[src/rtl/qos_classifier.sv]
// Ingress classifier for the QoS path: one-word holding stage that steers each word into the
// class FIFO named by its top bits, stalling or dropping (with per-queue counters) on FIFO-full.
module qos_classifier #(
    parameter int QUEUE_QUANTITY = 4,
    parameter int DATA_BITS      = 8,
    parameter int DROP_ON_FULL   = 0,
    parameter int CNT_BITS       = 8
) (
    input  logic                               clk,
    input  logic                               rst,
    input  logic                               enb,
    input  logic                               in_valid,
    input  logic [DATA_BITS-1:0]               in_data,
    output logic                               in_ready,
    input  logic [QUEUE_QUANTITY-1:0]          fifo_full,
    output logic [QUEUE_QUANTITY-1:0]          fifo_wr_en,
    output logic [DATA_BITS-1:0]               fifo_data,
    output logic [QUEUE_QUANTITY*CNT_BITS-1:0] drop_cnt,
    output logic                               drop_err
);

    localparam int CLS_BITS = $clog2(QUEUE_QUANTITY);

    typedef enum logic [0:0] {
        IDLE   = 1'b0,
        LOADED = 1'b1
    } state_t;

    state_t                state_q, state_d;
    logic [DATA_BITS-1:0]  hold_data_q, hold_data_d;
    logic [CLS_BITS-1:0]   hold_cls_q, hold_cls_d;
    logic [CNT_BITS-1:0]   cnt_q [QUEUE_QUANTITY];
    logic [CNT_BITS-1:0]   cnt_d [QUEUE_QUANTITY];
    logic                  drop_err_q, drop_err_d;

    logic                  active_s;
    logic                  tgt_full_s;
    logic                  push_s;
    logic                  drop_s;
    logic                  accept_s;

    // Next-state, push/drop decision and handshake outputs.
    // in_ready and fifo_wr_en depend combinationally on fifo_full: a timing path from the
    // FIFO full flags through the class mux to both the source and the FIFO push strobes.
    always_comb begin
        active_s    = enb && !rst;
        tgt_full_s  = fifo_full[hold_cls_q];
        push_s      = 1'b0;
        drop_s      = 1'b0;
        in_ready    = 1'b0;
        state_d     = state_q;
        hold_data_d = hold_data_q;
        hold_cls_d  = hold_cls_q;
        cnt_d       = cnt_q;

        case (state_q)
            IDLE: begin
                in_ready = active_s;
            end
            LOADED: begin
                if (!tgt_full_s) begin
                    push_s   = active_s;
                    in_ready = active_s;
                end else if (DROP_ON_FULL != 0) begin
                    drop_s   = active_s;
                    in_ready = active_s;
                end else begin
                    in_ready = 1'b0;
                end
            end
            default: begin
                in_ready = 1'b0;
            end
        endcase

        accept_s = in_valid && in_ready;

        if (accept_s) begin
            state_d     = LOADED;
            hold_data_d = in_data;
            hold_cls_d  = in_data[DATA_BITS-1 -: CLS_BITS];
        end else if (push_s || drop_s) begin
            state_d     = IDLE;
            hold_data_d = '0;
        end else begin
            state_d     = state_q;
        end

        for (int q = 0; q < QUEUE_QUANTITY; q++) begin
            if (drop_s && (hold_cls_q == CLS_BITS'(q)) && (cnt_q[q] != {CNT_BITS{1'b1}})) begin
                cnt_d[q] = cnt_q[q] + CNT_BITS'(1);
            end else begin
                cnt_d[q] = cnt_q[q];
            end
        end

        drop_err_d = drop_err_q || drop_s;

        if (push_s) begin
            fifo_wr_en = {{(QUEUE_QUANTITY-1){1'b0}}, 1'b1} << hold_cls_q;
        end else begin
            fifo_wr_en = '0;
        end

        if ((state_q == LOADED) && !rst) begin
            fifo_data = hold_data_q;
        end else begin
            fifo_data = '0;
        end
    end

    // Flatten per-queue drop counters onto the output bus.
    always_comb begin
        for (int q = 0; q < QUEUE_QUANTITY; q++) begin
            drop_cnt[q*CNT_BITS +: CNT_BITS] = cnt_q[q];
        end
        drop_err = drop_err_q;
    end

    // State, holding stage and drop statistics registers.
    always_ff @(posedge clk) begin
        if (rst) begin
            state_q     <= IDLE;
            hold_data_q <= '0;
            hold_cls_q  <= '0;
            drop_err_q  <= 1'b0;
            for (int q = 0; q < QUEUE_QUANTITY; q++) begin
                cnt_q[q] <= '0;
            end
        end else begin
            state_q     <= state_d;
            hold_data_q <= hold_data_d;
            hold_cls_q  <= hold_cls_d;
            drop_err_q  <= drop_err_d;
            for (int q = 0; q < QUEUE_QUANTITY; q++) begin
                cnt_q[q] <= cnt_d[q];
            end
        end
    end

endmodule
[config.mk]
export PLATFORM = sky130hd
export DESIGN_NAME = qos_classifier
export DESIGN_NICKNAME = d
export VERILOG_FILES = /design/src/rtl/qos_classifier.sv
export SDC_FILE = /design/constraint.sdc
export NUM_CORES = 1
export LEC_CHECK = 0
export CORE_MARGIN = 2
export CORE_UTILIZATION = 33
export DETAILED_ROUTE_END_ITERATION = 8
export PLACE_DENSITY = 0.79
export SYNTH_ARGS = -nofsm -noshare
export SYNTH_HDL_FRONTEND = slang
export SYNTH_SLANG_ARGS = --single-unit
[constraint.sdc]
create_clock -name clk -period 1.85 [get_ports clk]
set_input_delay 0.37 -clock clk [delete_from_list [all_inputs] [get_ports clk]]
set_output_delay 0.37 -clock clk [all_outputs]
set_load 0.01 [all_outputs]
==> metrics.md <==
| Metric | Value |
|---|---|
| Met1 track utilization from global routing | 0.1373 |
| Number of buffers added by the clock tree synthesis step | 3 |
| #FFs+latches synth | 11 |
| RSZ-0062 raised after global routing | false |
| Post-detail-place hpwl | 1326 µm |
| Result of the run | complete, no violations |
| Count of distinct cell types in the synthesized netlist | 25 |
| Vias per inst | 4.203 |
| Data required time of the critical path | 1.48 ns |
| Count of final setup violators | 0 |
| Boundary Pins | 62 |
| Critical path fanouts, max | 4 |
| Starting Density | 0.3568 |
| Post-Synthesis Cells | 92 |
| Worst-case clock skew | 0.003590 ns |
| Core Rows | 17 |
| Share of the synthesized area in the top cell type | 0.3079 |
| Count of max-cap constraint violations | 0 |
| # H-tree levels | 1 |
| Count of antenna diodes in the layout | 0 |
| CTS tree | yes |
| CTS hold repair buffers | 0 |
| Cell taking the most area after synthesis | sky130_fd_sc_hd__buf_4 |
| Total standard cell area after synthesis | 804.5 µm² |
| Residual antenna-violating net count after detailed routing | 0 |
| Total cell area at the placement stage | 0.001037 mm² |
| Final Net Count | 147 |
| Kind of critical path | in -> out |
| Share of final-layout standard cells stronger than drive strength 1 | 0.2692 |
| Startpoint types | primary input |
| Global-route wire length before repair | 2525 µm |
| Initial antenna violation count | 0 |
| Die Span X | 53.38 µm |
| Power density over the cells | 530.5 mW/mm² |
| DRT iter0 DRCs | 1 |
| Total routed wirelength | 1628 µm |
| Data arrival time at the worst-slack endpoint | 1.37 ns |
| Sequential fraction of the synthesis area | 0.2737 |
| Area overhead of the layout relative to synthesis | 31.73% |
| Die height | 53.38 µm |
| Most area-consuming cells after synthesis | sky130_fd_sc_hd__buf_4 31%, sky130_fd_sc_hd__dfxtp_1 27%, sky130_fd_sc_hd__a22o_2 8.7% |
| Gr ovfl total | 0 |
| Drc violations | 0 |
| GR met2 Demand/Resource | 0.2243 |
| Std-Cell Core Area | 0.002255 mm² |
| Final non-filler cell area | 0.001060 mm² |
| Detailed-route wire length per cell | 10.30 µm |
| Final count of pins violating max slew | 0 |
| Most common cell after layout, fill and taps aside | sky130_fd_sc_hd__conb_1 |
| Max frequency | 0.5759 GHz |
| Largest net degree at the start of global routing | 12 |
| Number of optimization iterations in the first detailed-route pass | 2 |
| Number of global-route vias before repair | 588 |
| Leak pwr | 0.5513 nW |
| Global-route total usage across every layer | 0.1213 |
| Path category of the worst min-delay check | reg -> reg |
| Maximum clock path buffer count | 2 |
| Vias after detailed routing | 664 |
| Peak-usage layer in the global routing report | met2 |
| Portion of the clock cycle consumed by the worst path in the final layout | 0.9386 |
| I/O Buffers | 28 |
| Most used cells in the layout excluding fill and tap cells | 33 x sky130_fd_sc_hd__conb_1, 11 x sky130_fd_sc_hd__dlygate4sd2_1, 10 x sky130_fd_sc_hd__and2_1, 10 x sky130_fd_sc_hd__dfxtp_1, 10 x sky130_fd_sc_hd__clkdlybuf4s50_1 |
| CP Capture Type | output port |
| Post-CTS clock slew at the launch and capture registers of the worst setup and hold paths | 0.07 ns |
| Buffer cell driving the clock tree root | sky130_fd_sc_hd__clkbuf_4 |
| Worst skew pair latency | 0.26 ns |
| Fin crit period | 1.736 ns |
| Met3 track demand over resource in global routing | 0.03955 |
| Final Hold Vio Count | 0 |
| Syn. warnings | 0 |
| Num Clock Sinks | 11 |
| Accumulated negative setup slack | 0 ns |
| Die area | 0.002849 mm² |
| Routability Congestion | 0.8578 |
| Average cell area after synthesis | 8.745 µm² |
| Peak ir drop on the vdd network | 0.3540 mV |
## registers in the layout, summed over array words and instances, names as in the netlist
register     flops
state_q          1
hold_cls_q       2
hold_data_q      8
## report_power, final
group,switching [mW],internal [mW]
combinational,0.0783,0.0676
sequential,0.00925,0.251
clock,0.0733,0.0832
## through the flow
| step | hold WS [ns] | util | setup WS [ns] | cells | power (mW) |
|---|---|---|---|---|---|
| 2_1_floorplan | 0.4406 | - | 0.3121 | 124 | 0.3928 |
| 3_3_place_gp | 0.4542 | 0.4600 | -0.4042 | 153 | 0.4052 |
| 3_5_place_dp | 0.4644 | 0.4600 | -0.4247 | 153 | 0.4099 |
| 4_1_cts | 0.4807 | 0.4673 | 0.004142 | 158 | 0.5666 |
| 5_1_grt | 0.4924 | 0.4700 | 0.005204 | 158 | 0.6044 |
| 6_report | 0.4756 | 0.4700 | 0.1136 | 158 | 0.5622 |
## cells by family (layout without fill, tap and decap cells)
| kind of cell | Yosys count | count (layout) | share of synthesized area |
|---|---|---|---|
| compound gates | 17 | 17 | 0.1866 |
| buf+inv | 38 | 44 | 0.3406 |
| flops | 11 | 11 | 0.2737 |
| mux | 2 | 2 | 0.03110 |
| other cells | 1 | 33 | 0.004661 |
| simple gates | 23 | 23 | 0.1633 |
## worst max-delay path: stages
cell and delay, ns:
sky130_fd_sc_hd__clkdlybuf4s50_1 0.55, sky130_fd_sc_hd__nand2_1 0.10, sky130_fd_sc_hd__nor4_1 0.17, sky130_fd_sc_hd__clkbuf_2 0.17
## layout make-up
cell class / instances / area [µm²]
Fill cell: 245 / 1195
Sequential cell: 11 / 221.5
Timing Repair Buffer: 37 / 314.1
Tap cell: 28 / 35.03
Inverter: 3 / 11.26
Multi-Input combinational cell: 75 / 451.7
Clock buffer: 4 / 26.28
## synthesized netlist by cell type (all sizes together)
| cell type | n |
|---|---|
| clkbuf | 1 |
| a31oi | 2 |
| mux2 | 1 |
| nor3 | 2 |
| nand3 | 3 |
| nor4 | 2 |
| o31a | 1 |
| conb | 1 |
| a22o | 8 |
| a21o | 1 |
| or2b | 1 |
| a311oi | 1 |
| a21oi | 1 |
| mux2i | 1 |
| inv | 3 |
| o21ai | 2 |
| buf | 34 |
| nor2 | 3 |
| and2 | 11 |
| nand2 | 1 |
| dfxtp | 11 |
| o31ai | 1 |
## repair_timing
action | in CTS | in global routing
gates resized for setup | 36 | 5
endpoints found under the setup margin | 13 | 2
pin swaps | 3 | 1
buffers inserted | 1 | 0
## metal layers
metal,part of all wire,vias up,wire length (µm)
met1,0.39,301,639
met5,0,-,0
met4,0,0,0
met3,0.10,0,164
li1,-,325,-
met2,0.51,38,823
## final timing paths
check | from | to | slack [ns] | depth (start not counted)
worst max-delay path | enb | fifo_wr_en[0] | 0.11 | 4
worst min register to register | hold_data_q[2] | hold_data_q[2] | 0.48 | 1
worst max register to register | hold_cls_q[0] | hold_cls_q[0] | 0.23 | 5
worst min-delay path | hold_data_q[2] | hold_data_q[2] | 0.48 | 1
No activity file was read; power rests on OpenSTA's default activity.
